File: config.mk
export PLATFORM = sky130hd
export DESIGN_NAME = floo_simple_rob_ctrl
export DESIGN_NICKNAME = d
export VERILOG_FILES = /design/src/rtl/floo_simple_rob_ctrl.sv
export SDC_FILE = /design/constraint.sdc
export NUM_CORES = 1
export LEC_CHECK = 0
export CAP_MARGIN = 25
export CELL_PAD_IN_SITES_DETAIL_PLACEMENT = 1
export CELL_PAD_IN_SITES_GLOBAL_PLACEMENT = 1
export CORE_ASPECT_RATIO = 0.8
export CORE_MARGIN = 2
export CORE_UTILIZATION = 40
export CTS_CLUSTER_SIZE = 10
export DETAILED_ROUTE_END_ITERATION = 10
export PLACE_DENSITY = 0.75
export SYNTH_ARGS = -nofsm -noshare
export SYNTH_HDL_FRONTEND = slang
export SYNTH_SLANG_ARGS = --single-unit
File: constraint.sdc
create_clock -name clk_i -period 4.4 [get_ports clk_i]
set_input_delay 1.32 -clock clk_i [delete_from_list [all_inputs] [get_ports clk_i]]
set_output_delay 1.32 -clock clk_i [all_outputs]
set_load 0.05 [all_outputs]
File: src/rtl/floo_simple_rob_ctrl.sv
// Initiator-side ordering guard for SimpleRoB: a request passes only while all in-flight requests
// with its ID target the same destination. Optional stall counter via FLOO_SIMPLE_ROB_STATS_EN.
module floo_simple_rob_ctrl #(
    parameter int unsigned NumIds         = 4,
    parameter int unsigned DstWidth       = 6,
    parameter int unsigned MaxOutstanding = 8,
    localparam int unsigned IdWidth       = (NumIds > 1) ? $clog2(NumIds) : 1,
    localparam int unsigned CntWidth      = $clog2(MaxOutstanding + 1)
) (
    input  logic                clk_i,
    input  logic                rst_ni,
    input  logic                req_valid_i,
    output logic                req_ready_o,
    input  logic [IdWidth-1:0]  req_id_i,
    input  logic [DstWidth-1:0] req_dst_i,
    output logic                req_valid_o,
    input  logic                req_ready_i,
    input  logic                rsp_valid_i,
    input  logic                rsp_ready_i,
    input  logic                rsp_last_i,
    input  logic [IdWidth-1:0]  rsp_id_i,
`ifdef FLOO_SIMPLE_ROB_STATS_EN
    output logic [31:0]         stall_cnt_o,
`endif
    output logic [NumIds-1:0]   busy_o,
    output logic                err_o
);

    logic [NumIds-1:0][CntWidth-1:0] cnt_all;
    logic [NumIds-1:0][DstWidth-1:0] dst_all;
    logic                            allow;
    logic                            issue;
    logic                            retire;
    logic                            err_d, err_q;

    // Only registered state feeds allow, so responses never combinationally gate requests.
    assign allow = (cnt_all[req_id_i] == '0) ||
                   ((dst_all[req_id_i] == req_dst_i) &&
                    (cnt_all[req_id_i] < CntWidth'(MaxOutstanding)));

    assign req_valid_o = req_valid_i & allow;
    assign req_ready_o = req_ready_i & allow;
    assign issue       = req_valid_i & req_ready_i & allow;
    assign retire      = rsp_valid_i & rsp_ready_i & rsp_last_i;

    genvar gi;
    generate
        for (gi = 0; gi < NumIds; gi++) begin : g_id
            logic [CntWidth-1:0] cnt_q, cnt_d;
            logic [DstWidth-1:0] dst_q, dst_d;
            logic                inc, dec;

            assign inc = issue  && (req_id_i == IdWidth'(gi));
            assign dec = retire && (rsp_id_i == IdWidth'(gi));

            // Issue and retire on the same ID cancel out; retire on an idle ID saturates at zero.
            always_comb begin
                cnt_d = cnt_q;
                dst_d = dst_q;
                if (inc && !dec) begin
                    cnt_d = cnt_q + CntWidth'(1);
                    if (cnt_q == '0) begin
                        dst_d = req_dst_i;
                    end
                end else if (dec && !inc && (cnt_q != '0)) begin
                    cnt_d = cnt_q - CntWidth'(1);
                end
            end

            always_ff @(posedge clk_i or negedge rst_ni) begin
                if (!rst_ni) begin
                    cnt_q <= '0;
                    dst_q <= '0;
                end else begin
                    cnt_q <= cnt_d;
                    dst_q <= dst_d;
                end
            end

            assign cnt_all[gi] = cnt_q;
            assign dst_all[gi] = dst_q;
            assign busy_o[gi]  = (cnt_q != '0);
        end
    endgenerate

    assign err_d = retire && (cnt_all[rsp_id_i] == '0);

    always_ff @(posedge clk_i or negedge rst_ni) begin
        if (!rst_ni) begin
            err_q <= 1'b0;
        end else begin
            err_q <= err_d;
        end
    end

    assign err_o = err_q;

`ifdef FLOO_SIMPLE_ROB_STATS_EN
    logic [31:0] stall_cnt_q, stall_cnt_d;

    assign stall_cnt_d = (req_valid_i && !allow) ? stall_cnt_q + 32'd1 : stall_cnt_q;

    always_ff @(posedge clk_i or negedge rst_ni) begin
        if (!rst_ni) begin
            stall_cnt_q <= '0;
        end else begin
            stall_cnt_q <= stall_cnt_d;
        end
    end

    assign stall_cnt_o = stall_cnt_q;
`endif

endmodule

### Yosys cells after proc, flatten, opt, wreduce, memory -nomap -nowiden

Index checks and enable logic that the tools add are counted.

* register bits: 41
* bits of input ports: 17
* output and inout bits: 7

* add/subtract/negate cells: 8
* $lt $le $gt $ge: 3
* equal/unequal tests: 7
* muxes and demuxes: 14
* bitwise gates (word level): 6
* reductions and logical operators: 51

Operators by type and width (number)
* $mux 4: 10
* $logic_not 4->1: 6
* $logic_and 1x1->1: 22
* $add 4x1->4 const B: 4
* $bmux 4 s2: 2
* $reduce_bool 4->1: 4
* $sub 4x1->4 const B: 4
* $bmux 6 s2: 1
* $eq 2x2->1 const B: 4
* $logic_not 1->1: 8
* $reduce_and 2->1: 4
* $reduce_bool 2->1: 4
* $and 1x1->1: 6
* $eq 6x6->1: 1
* $lt 2x3->1 const B: 2
* $mux 6: 1
* $eq 2x1->1 const B: 2
* $logic_not 2->1: 2
* $lt 4x4->1 const B: 1
* $logic_or 1x1->1: 1

### Longest topological paths before layout

* depth in word-level cells: 12
* gate-level depth with buffers: 13

### Worst setup path after synthesis

Ideal clock, no wire load.

* path kind: input -> output
* from: in req_id_i[0]
* to: out req_ready_o
* data arrival time: 3.256 ns
* required time: 3.080 ns
* slack: -0.176 ns
* cell stages on the path: 9
* buffers on the path: 3
* cells stage by stage: buf_6 -> buf_6 -> mux4_2 -> xnor2_2 -> and4_4 -> a31oi_4 -> buf_2 -> nor2_1 -> and2_1

* longest elaborated chain between the ends: 6
* elaborated cells on any way between the ends: 10

Ends and longest elaborated chain
* from (decl): RTL line 14 `input logic [IdWidth-1:0] req_id_i,`
* $bmux 4 s2 or $bmux 6 s2 (tied branches): RTL line 37, 39, 38
* $mux 4 (not written as such) or $mux 6 (tied branches): RTL line 37, 39, 38
* $lt 4x4->1 or $eq 6x6->1 (tied branches): RTL line 39, 38
* $logic_and 1x1->1: RTL line 38 `((dst_all[req_id_i] == req_dst_i) &&`
* $logic_or 1x1->1 (*): RTL line 37 `assign allow = (cnt_all[req_id_i] == '0) ||`
* $and 1x1->1 (*): RTL line 42 `assign req_ready_o = req_ready_i & allow;`
* to (decl): RTL line 13 `output logic req_ready_o,`

Mark *: on every way between the ends. The rest lies on a longest branch, timed or not. The select of a mux whose other input is x is not followed.

### Worst setup path in the final report

Same ends and word-level chain as after synthesis.

==> impl_metrics.csv <==
group,metric,value,unit
clock_network,path_clk_slew,0.08,ns
detailed_routing,vias,2183,
worst_setup_path,critPathLaunchType,"primary input",
yosys,syn_avg_cell_area,11.9,µm²
global_routing,grt_pass1_wl,12000,µm
power,p_switching,0.000805,W
worst_setup_path,cp_max_fo,6,
power,p_seq_share,35.2,%
clock_network,cts_root_buf,"clkbuf_8",
placement,post_dp_cell_area,3280,µm²
power,combPwrFrac,50.1,%
yosys,netlist_area,2680,µm²
clock_network,numCtsBuffers,5,
worst_setup_path,max_stage_delay,0.53,ns
yosys,ys_ff_latch,41,
detailed_routing,avgViaCountPerCell,5.84,
yosys,synth_cell_types,57,
global_routing,grt_pass1_vias,2312,
yosys,synth.yosys.seq_area_share,38.3,%
floorplanning,io_pins,24,
timing,setup_violations,0,
worst_setup_path,criticalPathCategory,"in -> out",
layout,design_area,3450,µm²
placement,gp_congestion,0.784,
layout,drive_gt1_share,36.2,%
floorplanning,dieHeight,77.2,µm
yosys,synth_enable_flop_cells,0,
yosys,syn_nets,254,
layout,fin_util,53.6,%
worst_setup_path,endpoint_kind,"output port",
clock_network,h-tree-depth,2,
clock_network,clk_latency,0.29,ns
detailed_routing,avgRoutedWirePerCell,19.6,µm
timing,finalHoldViolCount,0,
placement,post-dp-hpwl,5340,µm
yosys,synth_commonest_cells,"dfrtp_1, mux2_2, a21o_1, ha_1, o21ai_0",
power,swShare,38.6,%
yosys,syn_inst,225,
worst_setup_path,cp.required,3.08,ns
floorplanning,rows,26,
power,p_clk_share,14.7,%
global_routing,grt_start_max_net_pins,42,
power,peakVddDrop,0.327,mV
global_routing,antenna_found_initial,0,
timing,rsz0062_at_grt,"true",
detailed_routing,dr.pass1.iters,4,
floorplanning,start_util,41.6,%
clock_network,clk_path_buf_depth,2,
detailed_routing,routed_wl,7330,µm
detailed_routing,ant_nets,0,
power,internal_power,0.00128,W
layout,nets,318,
yosys,yosys_warnings,0,
yosys,synth_top_area_share,38.3,%
layout,fill_cells,702,
clock_network,cts_tree,"done",
timing,fin_crit,4.34,ns
yosys,synth_most_common_cell,"dfrtp_1",
yosys,synthArstFlopShare,100,%
layout,regArea,1030,µm²
layout,multi_input_area,1620,µm²
clock_network,cts_hold_buffers,0,
min_path,hold_class,"reg -> reg",
timing,fmax,231,MHz
floorplanning,core_area,6440,µm²
run,maxCapViolCount,0,
placement,io_buffers,23,
yosys,synth_area_leaders,"dfrtp_1, mux2_2, mux4_2, ha_1, fa_1",
detailed_routing,post-route-drc-count,0,
yosys,yosysTopAreaCell,"dfrtp_1",
detailed_routing,drt_iter0_drc,59,
worst_setup_path,crit_arrival,3.02,ns
layout,n_antenna_cell,0,
floorplanning,die_w,95.5,µm
power,powerDensity,605,nW/µm²
clock_network,numClockSinks,41,
power,cellLeakagePower,1.45,nW
layout,area_growth,28.7,%
floorplanning,dieArea,7380,µm²
timing,skew,0.00119,ns
timing,drv_slew,0,
timing,fin_crit_sh,98.5,%
timing,tightest_slew,0.941,ns
global_routing,globalRouteTotalUtil,21.4,%
outcome,status,"completed",
timing,relSlewSlack,37.2,%
worst_setup_path,slowest_stage,"mux4_2",
yosys,synthFlopType,"dfrtp_1",
worst_setup_path,cp_cell_sequence,"buf_6 -> buf_8 -> mux4_2 -> xnor2_2 -> and4_4 -> a31oi_4 -> nor2_2 -> and2_4 -> buf_12",
global_routing,gr-total-overflow,0,
-- worst paths after layout --
kind / slack [ns] / end / from / cells after the start
min in group asynchronous: 1.16 / g_id[2].dst_q[4]$_DFFE_PN0P_ / rst_ni / 1
setup / recovery: 0.06 / req_ready_o / req_id_i[0] / 9
setup reg to reg: 1.19 / g_id[2].cnt_q[3]$_DFFE_PN0P_ / g_id[3].dst_q[2]$_DFFE_PN0P_ / 11
hold / removal: 0.51 / g_id[3].dst_q[5]$_DFFE_PN0P_ / g_id[3].dst_q[5]$_DFFE_PN0P_ / 1
max in group asynchronous: 2.65 / g_id[0].cnt_q[0]$_DFFE_PN0P_ / rst_ni / 1
hold reg to reg: 0.51 / g_id[3].dst_q[5]$_DFFE_PN0P_ / g_id[3].dst_q[5]$_DFFE_PN0P_ / 1
-- power groups by stage --
stage	clock [W]	sequential [W]	combinational, W
4_1_cts	0.000312	0.000737	0.00102
5_1_grt	0.000331	0.000768	0.00114
2_1_floorplan	0	0.000669	0.000674
3_5_place_dp	0	0.000736	0.000996
6_report	0.000307	0.000734	0.00105
3_3_place_gp	0	0.000720	0.000956
-- routing by layer --
layer / routed length, µm / vias to the layer above / track usage, %
li1: - / 1022 / -
met1: 3360 / 1116 / 28.2
met2: 3680 / 36 / 36.1
met3: 229 / 9 / 3.93
met4: 59 / 0 / 5.57
met5: 0 / - / 0
-- cells in the final DEF (no fill, tap or decap), types with 4 or more instances in the layout --
cell / n
o21ai_0: 8
dfrtp_1: 41
nand3_1: 7
nor2_1: 6
a21o_1: 8
nor4_1: 7
a21oi_1: 6
nand2_1: 6
ha_1: 8
inv_1: 4
mux2_2: 26
mux4_2: 7
clkdlybuf4s50_1: 18
clkbuf_8: 5
xor2_1: 5
xnor2_2: 4
o211ai_1: 4
buf_4: 39
nor3_1: 7
o21a_1: 4
fa_1: 4
-- registers in the layout (all words and copies together) (netlist names) --
signal,flops
g_id.dst_q,24
g_id.cnt_q,16
err_o,1
-- through the flow --
| step | setup slack, ns | setup TNS (ns) | hold WS (ns) | instances | power (W) |
|---|---|---|---|---|---|
| CTS | 0.00383 | 0 | 0.510 | 372 | 0.00207 |
| floorplan | -0.0481 | -0.0962 | 0.474 | 225 | 0.00134 |
| global route | -0.0107 | -0.0117 | 0.531 | 374 | 0.00224 |
| finish | 0.0648 | 0 | 0.508 | 374 | 0.00209 |
| global placement | -0.381 | -2.53 | 0.484 | 363 | 0.00168 |
| detailed placement | -0.439 | -3.33 | 0.492 | 363 | 0.00173 |
-- critical path, delay by kind of cell --
family	cells	cell delay, ns
xor+xnor	1	0.18
mux	1	0.53
buf+inv	3	0.32
simple gates	3	0.56
compound gates	1	0.09
-- area by class of cell --
type                    count  share of cell area, %
clock inverters             2                   1.12
repair buffers             64                   16.5
multi-input cells         173                   47.0
well taps                  84                   3.05
inverters                   4                  0.435
clock buffers               6                   2.10
flip-flops and latches     41                   29.7
-- cells by family (layout without fill, tap and decap cells) --
logic type | after synthesis | count (layout) | synth area share, %
buffers and inverters | 11 | 76 | 2.29
flip-flops | 41 | 41 | 38.3
multiplexers | 35 | 35 | 17.6
XOR/XNOR | 12 | 12 | 5.60
AND/OR/NAND/NOR | 61 | 61 | 14.1
AO/OA/AOI/OAI | 53 | 53 | 15.4
adder cells (fa/ha/maj) | 12 | 12 | 6.72
-- repair_timing --
item,CTS,global route
buffers inserted,1,2
setup endpoints to repair,6,2
pin swaps,3,5
resized for setup,10,6
(Power assumes the default switching activity.)
